### src/rtl/shift_pipe_unit_if.sv
// Handshake bundle for shift_pipe_unit: issue side (in_*) and writeback side (out_*).
// The slave modport is the shifter's view; master is the surrounding pipeline's view.
interface shift_pipe_unit_if;
  logic        in_valid;
  logic        in_ready;
  logic [31:0] in_data;
  logic [4:0]  in_shamt;
  logic        in_op;
  logic [4:0]  in_tag;

  logic        out_valid;
  logic        out_ready;
  logic [31:0] out_data;
  logic [4:0]  out_tag;

  modport master (
    output in_valid, in_data, in_shamt, in_op, in_tag, out_ready,
    input  in_ready, out_valid, out_data, out_tag
  );

  modport slave (
    input  in_valid, in_data, in_shamt, in_op, in_tag, out_ready,
    output in_ready, out_valid, out_data, out_tag
  );
endinterface

### src/rtl/shift_pipe_unit.sv
// Two-stage pipelined 32-bit barrel shifter (SLL / SRA, 0..31 positions) with
// valid/ready on both sides and a synchronous flush for branch mispredicts.
module shift_pipe_unit (
  input logic              clock,
  input logic              reset,
  input logic              flush,
  shift_pipe_unit_if.slave bus
);

  typedef enum logic {
    OP_SLL = 1'b0,
    OP_SRA = 1'b1
  } shift_op_e;

  // One barrel level: shift by a fixed amount when enabled; right shifts
  // back-fill the vacated upper bits with the supplied fill bit.
  function automatic logic [31:0] sub_shift(
    input logic [31:0] d,
    input logic        en,
    input logic        is_sra,
    input logic        fill,
    input logic [4:0]  amt
  );
    logic [31:0] fill_mask;
    fill_mask = ~(32'hFFFF_FFFF >> amt);
    if (!en)
      sub_shift = d;
    else if (is_sra)
      sub_shift = (d >> amt) | (fill ? fill_mask : 32'h0);
    else
      sub_shift = d << amt;
  endfunction

  // Stage A state
  logic        r_va;
  logic [31:0] r_data_a;
  logic [2:0]  r_shamt_a;
  shift_op_e   r_op_a;
  logic        r_sign_a;
  logic [4:0]  r_tag_a;

  // Stage B state
  logic        r_vb;
  logic [31:0] r_data_b;
  logic [4:0]  r_tag_b;

  logic        w_ready_a;
  logic        w_ready_b;
  logic        w_in_sra;
  logic        w_a_sra;
  logic [31:0] w_a_s16;
  logic [31:0] w_a_s8;
  logic [31:0] w_b_s4;
  logic [31:0] w_b_s2;
  logic [31:0] w_b_s1;

  assign w_ready_b = !r_vb || bus.out_ready;
  assign w_ready_a = !r_va || w_ready_b;

  assign w_in_sra = (shift_op_e'(bus.in_op) == OP_SRA);
  assign w_a_sra  = (r_op_a == OP_SRA);

  always_comb begin
    w_a_s16 = sub_shift(bus.in_data, bus.in_shamt[4], w_in_sra, bus.in_data[31], 5'd16);
    w_a_s8  = sub_shift(w_a_s16,     bus.in_shamt[3], w_in_sra, bus.in_data[31], 5'd8);
  end

  // Stage B only sees registered stage-A values, so in_* never reaches out_*.
  always_comb begin
    w_b_s4 = sub_shift(r_data_a, r_shamt_a[2], w_a_sra, r_sign_a, 5'd4);
    w_b_s2 = sub_shift(w_b_s4,   r_shamt_a[1], w_a_sra, r_sign_a, 5'd2);
    w_b_s1 = sub_shift(w_b_s2,   r_shamt_a[0], w_a_sra, r_sign_a, 5'd1);
  end

  // NOTE: every register here uses <= so all stages sample the pre-edge values
  // of their neighbours; blocking assignments would let an op skip a stage.
  always_ff @(posedge clock or posedge reset) begin
    // NOTE: the data registers are reset as well as the valids so out_data and
    // out_tag read zero after reset instead of leftover operands.
    if (reset) begin
      r_va      <= 1'b0;
      r_data_a  <= '0;
      r_shamt_a <= '0;
      r_op_a    <= OP_SLL;
      r_sign_a  <= 1'b0;
      r_tag_a   <= '0;
    end else if (flush) begin
      r_va <= 1'b0;
    end else if (w_ready_a) begin
      r_va <= bus.in_valid;
      if (bus.in_valid) begin
        r_data_a  <= w_a_s8;
        r_shamt_a <= bus.in_shamt[2:0];
        r_op_a    <= shift_op_e'(bus.in_op);
        r_sign_a  <= bus.in_data[31];
        r_tag_a   <= bus.in_tag;
      end
    end
  end

  always_ff @(posedge clock or posedge reset) begin
    if (reset) begin
      r_vb     <= 1'b0;
      r_data_b <= '0;
      r_tag_b  <= '0;
    end else if (flush) begin
      r_vb <= 1'b0;
    end else if (w_ready_b) begin
      r_vb <= r_va;
      if (r_va) begin
        r_data_b <= w_b_s1;
        r_tag_b  <= r_tag_a;
      end
    end
  end

  assign bus.in_ready  = w_ready_a;
  assign bus.out_valid = r_vb;
  assign bus.out_data  = r_data_b;
  assign bus.out_tag   = r_tag_b;

endmodule
### src/flat_wrapper.sv
// flat-port wrapper written by rule: the top's interface ports become plain ports
module shift_pipe_unit_flat 
  (clock, reset, flush, bus_in_valid, bus_in_data, bus_in_shamt, bus_in_op, bus_in_tag, bus_out_ready, bus_in_ready, bus_out_valid, bus_out_data, bus_out_tag);
  shift_pipe_unit_if bus_i ();
  input logic clock;
  input logic reset;
  input logic flush;
  input wire logic [$bits(bus_i.in_valid)-1:0] bus_in_valid;
  input wire logic [$bits(bus_i.in_data)-1:0] bus_in_data;
  input wire logic [$bits(bus_i.in_shamt)-1:0] bus_in_shamt;
  input wire logic [$bits(bus_i.in_op)-1:0] bus_in_op;
  input wire logic [$bits(bus_i.in_tag)-1:0] bus_in_tag;
  input wire logic [$bits(bus_i.out_ready)-1:0] bus_out_ready;
  output wire logic [$bits(bus_i.in_ready)-1:0] bus_in_ready;
  output wire logic [$bits(bus_i.out_valid)-1:0] bus_out_valid;
  output wire logic [$bits(bus_i.out_data)-1:0] bus_out_data;
  output wire logic [$bits(bus_i.out_tag)-1:0] bus_out_tag;
  assign bus_i.in_valid = bus_in_valid;
  assign bus_i.in_data = bus_in_data;
  assign bus_i.in_shamt = bus_in_shamt;
  assign bus_i.in_op = bus_in_op;
  assign bus_i.in_tag = bus_in_tag;
  assign bus_i.out_ready = bus_out_ready;
  assign bus_in_ready = bus_i.in_ready;
  assign bus_out_valid = bus_i.out_valid;
  assign bus_out_data = bus_i.out_data;
  assign bus_out_tag = bus_i.out_tag;
  shift_pipe_unit u_core (.clock(clock), .reset(reset), .flush(flush), .bus(bus_i));
endmodule
### config.mk
export PLATFORM = sky130hd
export DESIGN_NAME = shift_pipe_unit_flat
export DESIGN_NICKNAME = d
export VERILOG_FILES = /design/src/rtl/shift_pipe_unit_if.sv /design/src/rtl/shift_pipe_unit.sv /design/src/flat_wrapper.sv
export SDC_FILE = /design/constraint.sdc
export NUM_CORES = 1
export LEC_CHECK = 0
export CAP_MARGIN = 20
export CORE_ASPECT_RATIO = 0.6
export CORE_MARGIN = 10
export CORE_UTILIZATION = 55
export CTS_BUF_LIST = sky130_fd_sc_hd__clkbuf_2
export DETAILED_ROUTE_END_ITERATION = 7
export GPL_TIMING_DRIVEN = 1
export PLACE_DENSITY = 0.8
export SLEW_MARGIN = 25
export SYNTH_ARGS = -nofsm -noshare
export SYNTH_HDL_FRONTEND = slang
export SYNTH_SLANG_ARGS = --single-unit
### constraint.sdc
create_clock -name clock -period 8.35 [get_ports clock]
set_clock_uncertainty 0.05 [all_clocks]
set_input_delay 1.67 -clock clock [delete_from_list [all_inputs] [get_ports clock]]
set_output_delay 1.67 -clock clock [all_outputs]
set_load 0.02 [all_outputs]
==> results list <==
- The run finished with clean final reports.
- Gates resized during post-CTS repair numbered 0.
- Across the run, the number of max-cap violations was 0.
- Synthesis produced a netlist with a net count of 827.
* Total of hold buffers inserted after clock tree synthesis: 0
* Cell total after placement: 953
- Cell Int Power: 892 uW
* Pin count of the biggest net entering global routing: 99
- Dividing total power by cell area gives a power density of 211 nW/um2.
* Vias in the first global route: 6044
- Global routing consumed, on the met3 layer, around 6.8% of the routing resources.
- The first detailed-routing pass ran for 6 iterations.
* Insertion delay of the later-clocked pin in the worst-skew pair: slightly below 0.6 ns
* Ant diodes: 0
- Placement Rows: 30
- For this design the total switching power over the nets is 653 uW.
* Final non-filler cell total: ~970
* Global-route wire length before repair: 32900 um
- In the synthesized netlist the async set-or-reset flop fraction comes to between 90% and 100%.
* Last weighted congestion value of the routability-driven placer: 0.967
- The min-delay analysis places its worst path in the category reg2reg.
- Number of clock sinks seen by CTS: 81
* Count of endpoints failing hold in the final timing report: 0
- Combinational cells account for 47.6% of the total power.
- Setup repair after global routing left no endpoint under its margin.
* GRT Util Overall: between 20% and 30%
- In this run the static leakage power is 0.00306 uW.
* Relative slew margins: a little over 30%
- Residual antenna-violating net count after detailed routing: 0
- Area leader, netlist: sky130_fd_sc_hd__dfrtp_1
* Final-report max-slew violation count: 0
* Number of standard cells after synthesis: about 780
* Total global routing overflow: 0
- Max Fanout on Critical Path: 5
* Number of distinct library cells after synthesis: 61
* Kind of end point of the critical path: primary output
* Global-route met2 utilization: 35.2%
* Final HPWL DP: 14700 um
* Largest voltage drop on the vdd net: 139 uV
- Counting the buffers created by CTS gives 9.
* Chip Height: roughly 100 um
- Share of the cycle needed by the critical path after routing: 57.2%
* Vias: 6388
- Worst-path clk slew: 0.21 ns
* Global routing met1 resource utilization: between 30% and 40%
* Critical path class: in2out
- Starting density of the core: 57.0%
- Worst hold slack: around 0.44 ns
- Yosys printed 0 warnings.
- Category of the worst setup path launch point: input pin
- In this run the cell area of the synthesized design comes to 6500 um2.
- Slew at the pin closest to its max-slew limit: around 1.0 ns
* Core box area: 11400 um2
- Compared with the post-synthesis result, the final layout area differs by 12.7%.
- Counting flops and latches in the post-synthesis netlist gives 81.
- Cell with the most instances after synthesis: sky130_fd_sc_hd__nand2_1
- Port Buf Inserts: 86
* Number of top-level pins: 87
* Required arrival time at the worst endpoint: 6.63 ns
- Initial antenna violation count: 0
- Share of the core filled with cells in the final layout: around 64%
- Initial drt markers: 903
- The share of synthesized area in the top cell type comes to 31.2%.
* Clock root buffer master: sky130_fd_sc_hd__clkbuf_2
* Synth Flop Type: sky130_fd_sc_hd__dfrtp_1
* Portion of total power attributed to sequential cells: between 30 and 40%
* Chip width: 160 um
* Busiest metal layer after global routing: met2
- Setup violations remaining at the end of the flow were counted as 0.
- In the synthesized netlist, the cells that appear most often are sky130_fd_sc_hd__nand2_1, sky130_fd_sc_hd__dfrtp_1, sky130_fd_sc_hd__nor2_1.
- H-tree depth: 3
- Adding up every negative setup slack in the final design gives 0 ns.
* Clock Path Buffers: 2
- Clock network power share: 13.6%
- After the last flow step, the layout net total stands at 852.
- Static timing analysis puts the maximum clock frequency at 0.209 GHz.
* Residual DRC: 0
- In the final routed layout, each cell accounts on average for 21.0 um.
- Subtracting the final worst setup slack from the clock period gives around 4.8 ns.
- For the worst setup path, the data arrival time is 3.06 ns.
- Post-CTS setup repair buffer count: 0
* Fraction of layout cells with a size suffix above 1: 8.41%
- Net switching is between 40% and 50% of the power.
* Avg Vias per Cell: roughly 6.6
- The floorplan step defined a die boundary enclosing 16700 um2.
* Overall power after layout: between 1500 and 2000 uW
- Wires add up to roughly 20000 um.
- In this run the mean area of a mapped cell was 8.35 um2.
* Cells taking the most area after synthesis: sky130_fd_sc_hd__dfrtp_1, sky130_fd_sc_hd__mux2i_1, sky130_fd_sc_hd__nand2_1, sky130_fd_sc_hd__o21ai_0, sky130_fd_sc_hd__mux2_2
* Sequential share of the synthesized area: 31.2%
- In this run, synthesis inferred 0 flip-flops with an integrated enable.
* TritonCTS clock tree: done
==> metal layers <==
| metal | up-vias | wire [um] |
|---|---|---|
| met4 | 0 | 187 |
| li1 | 2934 | - |
| met5 | - | 0 |
| met3 | 28 | 2090 |
| met2 | 315 | 9010 |
| met1 | 3111 | 9090 |
==> sequential cells by signal, summed over array words and instances (netlist names) <==
| name | cells |
|---|---|
| u_core.r_va | 1 |
| u_core.r_tag_a | 5 |
| u_core.r_sign_a | 1 |
| u_core.bus.out_valid | 1 |
| u_core.r_op_a | 1 |
| u_core.bus.out_tag | 5 |
| u_core.r_shamt_a | 3 |
| u_core.bus.out_data | 32 |
| u_core.r_data_a | 32 |
==> critical path: stages <==
cell and delay (ns):
sky130_fd_sc_hd__clkdlybuf4s50_1 0.39, sky130_fd_sc_hd__nor2b_1 0.32, sky130_fd_sc_hd__nand2_1 0.12, sky130_fd_sc_hd__clkdlybuf4s50_1 0.55
==> final timing paths <==
check	depth (start not counted)	endpoint	from	slack (ns)
min in group asynchronous	3	u_core.r_data_a[8]	reset	1.55
min	2	u_core.bus.out_tag[0]	u_core.r_tag_a[0]	0.44
max reg2reg	6	u_core.bus.out_data[6]	u_core.r_shamt_a[2]	5.25
max	4	bus_in_ready	bus_out_ready	3.57
max in group asynchronous	3	u_core.r_shamt_a[2]	reset	6.13
min reg2reg	2	u_core.bus.out_tag[0]	u_core.r_tag_a[0]	0.44
==> cells by family (layout without fill, tap and decap cells) <==
kind of cell | count (synthesis) | in the layout | share of synthesized area, %
compound gates | 289 | 289 | 29.9
buf+inv | 90 | 120 | 6.87
flops | 81 | 81 | 31.2
mux | 90 | 90 | 16.1
simple gates | 229 | 229 | 16.0
==> stage by stage <==
stage | setup slack, ns | cell area, um2
after floorplan | 4.52 | 6500
after global routing | 3.47 | 7330
after detailed placement | 3.38 | 7210
final | 3.57 | 7330
after CTS | 3.56 | 7320
after global placement | 3.55 | 7210
==> placed cells by master (no fill, tap or decap), types with 8 or more instances in the layout <==
cell                              count
sky130_fd_sc_hd__o211ai_1            14
sky130_fd_sc_hd__clkbuf_2            10
sky130_fd_sc_hd__a211o_1             10
sky130_fd_sc_hd__o22ai_1             18
sky130_fd_sc_hd__mux2i_1             54
sky130_fd_sc_hd__mux2_2              26
sky130_fd_sc_hd__a21o_1              17
sky130_fd_sc_hd__a211oi_1            16
sky130_fd_sc_hd__a2bb2oi_1            8
sky130_fd_sc_hd__o221ai_1             9
sky130_fd_sc_hd__a31oi_1             22
sky130_fd_sc_hd__nand3_1             14
sky130_fd_sc_hd__nand2_1             91
sky130_fd_sc_hd__dfrtp_1             79
sky130_fd_sc_hd__clkdlybuf4s50_1     85
sky130_fd_sc_hd__a22oi_1             12
sky130_fd_sc_hd__nor2_1              63
sky130_fd_sc_hd__inv_1                8
sky130_fd_sc_hd__o21ai_0             61
sky130_fd_sc_hd__nor2b_1             14
sky130_fd_sc_hd__a22o_1               9
sky130_fd_sc_hd__nand2b_1            26
sky130_fd_sc_hd__a21oi_1             49
==> cell type report <==
type	count	area [um2]
Clock buffer	10	50.0
Clock inverter	6	58.8
Fill cell	1006	4080
Inverter	11	42.5
Multi-Input combinational cell	608	4030
Sequential cell	81	2030
Tap cell	160	200
Timing Repair Buffer	93	915
==> power groups by stage <==
stage	Combinational (uW)	Sequential, uW	Clock, uW
after global placement	716	597	0
after CTS	731	595	214
after global routing	797	611	229
after detailed placement	728	604	0
final	736	599	209
after floorplan	448	623	0
Power figures use the tool's default switching activity.
